## src/rtl/axi_nmaster_arbiter.sv

```systemverilog
// N-master to single-slave AXI arbiter: independent read/write paths, each with
// round-robin grant held from address phase to last data beat (read) or B response (write).
//
// state  | meaning
// R_IDLE | no read owner, arbitrate among s_arvalid
// R_ADDR | forward granted AR to slave
// R_DATA | route R beats to granted master until rlast
// W_IDLE | no write owner, arbitrate among s_awvalid
// W_ADDR | forward granted AW; W held off
// W_DATA | forward granted W beats until wlast
// W_RESP | route B response to granted master
module axi_nmaster_arbiter #(
   parameter int N_MST  = 3,
   parameter int ADDR_W = 32,
   parameter int DATA_W = 32,
   parameter int ID_W   = 4
) (
   input  logic                       aclk,
   input  logic                       aresetn,
   // upstream read
   input  logic [N_MST-1:0]           s_arvalid,
   output logic [N_MST-1:0]           s_arready,
   input  logic [N_MST*ADDR_W-1:0]    s_araddr,
   input  logic [N_MST*8-1:0]         s_arlen,
   input  logic [N_MST*3-1:0]         s_arsize,
   output logic [DATA_W-1:0]          s_rdata,
   output logic [1:0]                 s_rresp,
   output logic                       s_rlast,
   output logic [N_MST-1:0]           s_rvalid,
   input  logic [N_MST-1:0]           s_rready,
   // upstream write
   input  logic [N_MST-1:0]           s_awvalid,
   output logic [N_MST-1:0]           s_awready,
   input  logic [N_MST*ADDR_W-1:0]    s_awaddr,
   input  logic [N_MST*8-1:0]         s_awlen,
   input  logic [N_MST*3-1:0]         s_awsize,
   input  logic [N_MST*DATA_W-1:0]    s_wdata,
   input  logic [N_MST*DATA_W/8-1:0]  s_wstrb,
   input  logic [N_MST-1:0]           s_wlast,
   input  logic [N_MST-1:0]           s_wvalid,
   output logic [N_MST-1:0]           s_wready,
   output logic [1:0]                 s_bresp,
   output logic [N_MST-1:0]           s_bvalid,
   input  logic [N_MST-1:0]           s_bready,
   // downstream read
   output logic [ID_W-1:0]            m_arid,
   output logic [ADDR_W-1:0]          m_araddr,
   output logic [7:0]                 m_arlen,
   output logic [2:0]                 m_arsize,
   output logic [1:0]                 m_arburst,
   output logic [1:0]                 m_arlock,
   output logic [3:0]                 m_arcache,
   output logic [2:0]                 m_arprot,
   output logic                       m_arvalid,
   input  logic                       m_arready,
   input  logic [ID_W-1:0]            m_rid,
   input  logic [DATA_W-1:0]          m_rdata,
   input  logic [1:0]                 m_rresp,
   input  logic                       m_rlast,
   input  logic                       m_rvalid,
   output logic                       m_rready,
   // downstream write
   output logic [ID_W-1:0]            m_awid,
   output logic [ADDR_W-1:0]          m_awaddr,
   output logic [7:0]                 m_awlen,
   output logic [2:0]                 m_awsize,
   output logic [1:0]                 m_awburst,
   output logic [1:0]                 m_awlock,
   output logic [3:0]                 m_awcache,
   output logic [2:0]                 m_awprot,
   output logic                       m_awvalid,
   input  logic                       m_awready,
   output logic [ID_W-1:0]            m_wid,
   output logic [DATA_W-1:0]          m_wdata,
   output logic [DATA_W/8-1:0]        m_wstrb,
   output logic                       m_wlast,
   output logic                       m_wvalid,
   input  logic                       m_wready,
   input  logic [ID_W-1:0]            m_bid,
   input  logic [1:0]                 m_bresp,
   input  logic                       m_bvalid,
   output logic                       m_bready
);

   localparam int STRB_W = DATA_W / 8;
   localparam int GW     = (N_MST > 1) ? $clog2(N_MST) : 1;

   typedef enum logic [1:0] {R_IDLE, R_ADDR, R_DATA} rd_state_e;
   typedef enum logic [1:0] {W_IDLE, W_ADDR, W_DATA, W_RESP} wr_state_e;

   rd_state_e         rd_state_q, rd_state_d;
   wr_state_e         wr_state_q, wr_state_d;
   logic [GW-1:0]     rgnt_q, rgnt_d, rptr_q, rptr_d;
   logic [GW-1:0]     wgnt_q, wgnt_d, wptr_q, wptr_d;

   // Only one transaction is ever outstanding per path, so response IDs carry no routing info.
   logic unused_ids;
   assign unused_ids = ^{m_rid, m_bid};

   function automatic logic [GW-1:0] rr_pick(input logic [N_MST-1:0] req, input logic [GW-1:0] ptr);
      logic [GW-1:0] pick_hi, pick_lo;
      logic          found_hi;
      pick_hi  = '0;
      pick_lo  = '0;
      found_hi = 1'b0;
      for (int i = N_MST - 1; i >= 0; i--) begin
         if (req[i]) begin
            pick_lo = GW'(i);
            if (GW'(i) >= ptr) begin
               pick_hi  = GW'(i);
               found_hi = 1'b1;
            end
         end
      end
      return found_hi ? pick_hi : pick_lo;
   endfunction

   function automatic logic [GW-1:0] rr_next(input logic [GW-1:0] g);
      return (g == GW'(N_MST - 1)) ? '0 : g + 1'b1;
   endfunction

   always_ff @(posedge aclk or negedge aresetn) begin
      if (!aresetn) begin
         rd_state_q <= R_IDLE;
         rgnt_q     <= '0;
         rptr_q     <= '0;
         wr_state_q <= W_IDLE;
         wgnt_q     <= '0;
         wptr_q     <= '0;
      end else begin
         rd_state_q <= rd_state_d;
         rgnt_q     <= rgnt_d;
         rptr_q     <= rptr_d;
         wr_state_q <= wr_state_d;
         wgnt_q     <= wgnt_d;
         wptr_q     <= wptr_d;
      end
   end

   always_comb begin
      rd_state_d = rd_state_q;
      rgnt_d     = rgnt_q;
      rptr_d     = rptr_q;
      s_arready  = '0;
      m_arvalid  = 1'b0;
      m_arid     = '0;
      m_araddr   = '0;
      m_arlen    = '0;
      m_arsize   = '0;
      m_arburst  = '0;
      m_arlock   = '0;
      m_arcache  = '0;
      m_arprot   = '0;
      s_rvalid   = '0;
      m_rready   = 1'b0;
      s_rdata    = '0;
      s_rresp    = '0;
      s_rlast    = 1'b0;
      case (rd_state_q)
         R_IDLE: begin
            if (|s_arvalid) begin
               rgnt_d     = rr_pick(s_arvalid, rptr_q);
               rd_state_d = R_ADDR;
            end
         end
         R_ADDR: begin
            m_arvalid         = s_arvalid[rgnt_q];
            s_arready[rgnt_q] = m_arready;
            m_arid            = ID_W'(rgnt_q);
            m_araddr          = s_araddr[int'(rgnt_q)*ADDR_W +: ADDR_W];
            m_arlen           = s_arlen[int'(rgnt_q)*8 +: 8];
            m_arsize          = s_arsize[int'(rgnt_q)*3 +: 3];
            m_arburst         = 2'b01;
            if (m_arvalid && m_arready) rd_state_d = R_DATA;
         end
         R_DATA: begin
            s_rvalid[rgnt_q] = m_rvalid;
            m_rready         = s_rready[rgnt_q];
            s_rdata          = m_rdata;
            s_rresp          = m_rresp;
            s_rlast          = m_rlast;
            if (m_rvalid && m_rready && m_rlast) begin
               rd_state_d = R_IDLE;
               rptr_d     = rr_next(rgnt_q);
            end
         end
         default: rd_state_d = R_IDLE;
      endcase
   end

   always_comb begin
      wr_state_d = wr_state_q;
      wgnt_d     = wgnt_q;
      wptr_d     = wptr_q;
      s_awready  = '0;
      m_awvalid  = 1'b0;
      m_awid     = '0;
      m_awaddr   = '0;
      m_awlen    = '0;
      m_awsize   = '0;
      m_awburst  = '0;
      m_awlock   = '0;
      m_awcache  = '0;
      m_awprot   = '0;
      s_wready   = '0;
      m_wvalid   = 1'b0;
      m_wid      = '0;
      m_wdata    = '0;
      m_wstrb    = '0;
      m_wlast    = 1'b0;
      s_bvalid   = '0;
      m_bready   = 1'b0;
      s_bresp    = '0;
      case (wr_state_q)
         W_IDLE: begin
            if (|s_awvalid) begin
               wgnt_d     = rr_pick(s_awvalid, wptr_q);
               wr_state_d = W_ADDR;
            end
         end
         W_ADDR: begin
            m_awvalid         = s_awvalid[wgnt_q];
            s_awready[wgnt_q] = m_awready;
            m_awid            = ID_W'(wgnt_q);
            m_awaddr          = s_awaddr[int'(wgnt_q)*ADDR_W +: ADDR_W];
            m_awlen           = s_awlen[int'(wgnt_q)*8 +: 8];
            m_awsize          = s_awsize[int'(wgnt_q)*3 +: 3];
            m_awburst         = 2'b01;
            if (m_awvalid && m_awready) wr_state_d = W_DATA;
         end
         W_DATA: begin
            m_wvalid         = s_wvalid[wgnt_q];
            s_wready[wgnt_q] = m_wready;
            m_wid            = ID_W'(wgnt_q);
            m_wdata          = s_wdata[int'(wgnt_q)*DATA_W +: DATA_W];
            m_wstrb          = s_wstrb[int'(wgnt_q)*STRB_W +: STRB_W];
            m_wlast          = s_wlast[wgnt_q];
            if (m_wvalid && m_wready && m_wlast) wr_state_d = W_RESP;
         end
         W_RESP: begin
            s_bvalid[wgnt_q] = m_bvalid;
            m_bready         = s_bready[wgnt_q];
            s_bresp          = m_bresp;
            if (m_bvalid && m_bready) begin
               wr_state_d = W_IDLE;
               wptr_d     = rr_next(wgnt_q);
            end
         end
         default: wr_state_d = W_IDLE;
      endcase
   end

endmodule

```

## config.mk

```make
export PLATFORM = sky130hd
export DESIGN_NAME = axi_nmaster_arbiter
export DESIGN_NICKNAME = d
export VERILOG_FILES = /design/src/rtl/axi_nmaster_arbiter.sv
export SDC_FILE = /design/constraint.sdc
export NUM_CORES = 1
export LEC_CHECK = 0
export ABC_CLOCK_PERIOD_IN_PS = 2200
export BUFFER_PORTS_ARGS = -buffer_cell sky130_fd_sc_hd__clkbuf_2
export CAP_MARGIN = 0
export CORE_AREA = 2 2 256 258
export DETAILED_ROUTE_END_ITERATION = 8
export DIE_AREA = 0 0 258 260
export GPL_ROUTABILITY_DRIVEN = 0
export MAX_ROUTING_LAYER = met4
export RECOVER_POWER = 25
export SETUP_SLACK_MARGIN = 0.1
export SLEW_MARGIN = 30
export SYNTH_ARGS = -nofsm -noshare
export SYNTH_HDL_FRONTEND = slang
export SYNTH_SLANG_ARGS = --single-unit
export TNS_END_PERCENT = 100
```

## constraint.sdc

```tcl
create_clock -name aclk -period 2.2 [get_ports aclk]
set_input_delay 0.11 -clock aclk [delete_from_list [all_inputs] [get_ports aclk]]
set_output_delay 0.11 -clock aclk [all_outputs]
set_load 0.01 [all_outputs]
```

==> flow_summary.yaml <==
clock_network:
  root_buffer: "clkbuf_16"
  clk_pin_slew_ps: 50
  htreeDepth: 1
  cts.sinks: 12
  cts_tree: "yes"
  clk_path_buf_depth: 2
  insertion_delay_ps: 260
  numCtsBuffers: 3
logic_synthesis:
  synth_ff_type: "dfrtp_1"
  synth_enable_flop_cells: 0
  synth.avg_cell_area_um2: 6.25
  yosysTopAreaCell: "mux2i_1"
  ys_warn_count: 0
  synth_seq_area_share_pct: 6.47
  synth_commonest_cells: "131 x mux2i_1, 129 x and2_1, 100 x nor2_1"
  synth_seq_cells: 12
  synth_top_area_share_pct: 28.3
  ys_types: 30
  yosysMostFrequentCell: "mux2i_1"
  syn_inst: 742
  async_reset_ff_share_pct: 100
  synthTopCellsByArea: "mux2i_1 28%, and2_1 17%, o21ai_0 9.4%, nor2_1 8.1%, nand2_1 7.8%"
  syn_area_um2: 4640
sta:
  finalCritPeriodShare_pct: 96.2
  hold_viol_final: 0
  fin_crit_ps: 2120
  setup_violations: 0
  final.setup.tns_ps: 0
  rsz0062_at_grt: "true"
  hold_slack_ps: 147
  fmax_ghz: 0.472
  max-slew-margin-rel_pct: 37.0
  tightest_slew_ps: 945
  skew_ps: 0.365
  final_max_slew_viol_count: 0
worst_setup_path:
  end_kind: "flop"
  worstSetupStartpointType: "flop"
  path_class: "reg -> reg"
  cp.required_ps: 2340
  crit_arrival_ps: 2250
  critPathMaxFanout: 5
route:
  dr.pass1.iters: 5
  wl_per_cell_um: 19.6
  dr.first_iter.drc_count: 375
  wirelength_um: 43200
  final_antenna_net_count: 0
  num_vias: 7623
  viasPerCell: 3.47
  drc_errors: 0
final_layout:
  syn2layout_area_growth_pct: 92.5
  regArea_um2: 309
  nFillCells: 7497
  nNetsFinal: 1768
  multi_input_comb_area_um2: 3980
  drive_gt1_share_pct: 48.3
die:
  core_um2: 64100
  rows: 93
  die_w_um: 258
  fp.dieH_um: 260
  start_util_pct: 7.23
  die_area_um2: 67100
  ioPinCount: 650
placement:
  post-dp-hpwl_um: 39000
  port-buffer-count: 615
global_routing:
  grt_overflow_total: 0
  grt_pass1_wl_um: 55400
  grt_max_degree: 52
  grt_use_total_pct: 12.2
  grt_pass1_vias: 7222
  antenna_found_initial: 34
outcome:
  outcome: "complete, no violations"
worst_hold_path:
  hold_class: "in -> reg"
power_and_ir_drop:
  p_leak_uw: 0.00448
  powerDensity_nw_per_um2: 966
  ir_drop_v: 0.000632
  p_total_uw: 8630
job:
  max_cap_violations: 0
## power breakdown
group	leakage, µW	total [µW]	internal (µW)	switching [µW]
registers	0.000144	484	341	143
logic	0.00430	7780	3140	4640
clock network	0.0000371	359	239	120
## path summary, 6_finish.rpt
check / cells past startpoint / from / to / slack [ps]
max in group asynchronous: 2 / aresetn / wgnt_q[1] / 980
worst min-delay path: 3 / s_arvalid[1] / rgnt_q[0] / 150
worst max register to register: 6 / wgnt_q[0] / wr_state_q[1] / 80
worst min register to register: 2 / wptr_q[1] / wptr_q[1] / 560
worst max-delay path: 6 / wgnt_q[0] / wr_state_q[1] / 80
min in group asynchronous: 2 / aresetn / rd_state_q[0] / 520
## cell type report
| cell class | instances | area share (%) |
|---|---|---|
| Sequential cell | 12 | 3.46 |
| Timing Repair Buffer | 646 | 38.3 |
| Antenna cell | 20 | 0.560 |
| Clock buffer | 3 | 0.841 |
| Tap cell | 855 | 12.0 |
| Inverter | 7 | 0.294 |
| Multi-Input combinational cell | 657 | 44.6 |
## worst max-delay path: stages, from the launching register on
cell and delay, ps:
dfrtp_4 540, buf_12 160, mux2i_1 130, o21ai_1 250, nand3_1 220, a221oi_4 350
mux2_1 350
## flip-flops by register name, summed over array words and instances, names as in the netlist
register	cells
rd_state_q	2
rgnt_q	2
rptr_q	2
wgnt_q	2
wptr_q	2
wr_state_q	2
## layer usage
metal | GRT usage (%) | share of wire (%) | vias up
met4 | 3.02 | 3.3 | 0
met3 | 3.86 | 8.2 | 62
met1 | 11.5 | 35 | 3434
met5 | - | 0 | -
li1 | - | - | 3620
met2 | 23.7 | 53 | 507
## layout by cell type (no fill, tap or decap), types with 2 or more instances in the layout
| master | synthesis | final |
|---|---|---|
| o21ai_2 | 0 | 3 |
| conb_1 | 1 | 26 |
| clkbuf_16 | 0 | 4 |
| mux2i_1 | 131 | 131 |
| diode_2 | 0 | 20 |
| nor2b_1 | 5 | 2 |
| nand3_1 | 4 | 4 |
| buf_12 | 0 | 9 |
| and2_0 | 0 | 6 |
| nor2_1 | 100 | 100 |
| o2bb2ai_1 | 3 | 3 |
| o21ai_0 | 87 | 81 |
| dfrtp_1 | 12 | 9 |
| buf_4 | 29 | 18 |
| o21ai_1 | 2 | 5 |
| nand2_1 | 96 | 96 |
| dfrtp_4 | 0 | 2 |
| clkbuf_1 | 46 | 20 |
| nor2b_4 | 0 | 2 |
| inv_1 | 7 | 7 |
| a21oi_1 | 46 | 46 |
| and3_1 | 2 | 2 |
| and2_1 | 129 | 123 |
| clkbuf_2 | 0 | 596 |
| a22o_1 | 2 | 2 |
| nor3_1 | 6 | 6 |
| ha_1 | 5 | 4 |
| nand2b_1 | 5 | 5 |
## stage by stage
stage	std cells	instance area (µm²)	worst slack (ps)	util [%]
final	2200	8930	83.1	13.9
after global routing	2200	8930	48.6	13.9
after CTS	2178	8860	120	13.8
after detailed placement	2172	8710	-54.2	13.6
after global placement	2172	8710	-42.5	13.6
after floorplan	767	4730	540	-
## logic make-up after synthesis
kind of cell | after synthesis | synth area share (%)
AO/OA/AOI/OAI | 144 | 16.4
other | 1 | 0.0809
flip-flops | 12 | 6.47
adder cells (fa/ha/maj) | 5 | 1.35
AND/OR/NAND/NOR | 349 | 36.3
buffers and inverters | 98 | 10.7
multiplexers | 133 | 28.8
## timing repair
| item | 4_1_cts | 5_1_grt |
|---|---|---|
| cloned | 0 | 1 |
| hold buffers | 1 | 0 |
| gates resized for setup | 11 | 3 |
| endpoints found under the setup margin | 52 | 7 |
| hold endpoints to repair | 12 | 0 |
| pin swaps | 0 | 0 |
| buffers inserted | 2 | 1 |
Power figures use the tool's default switching activity.
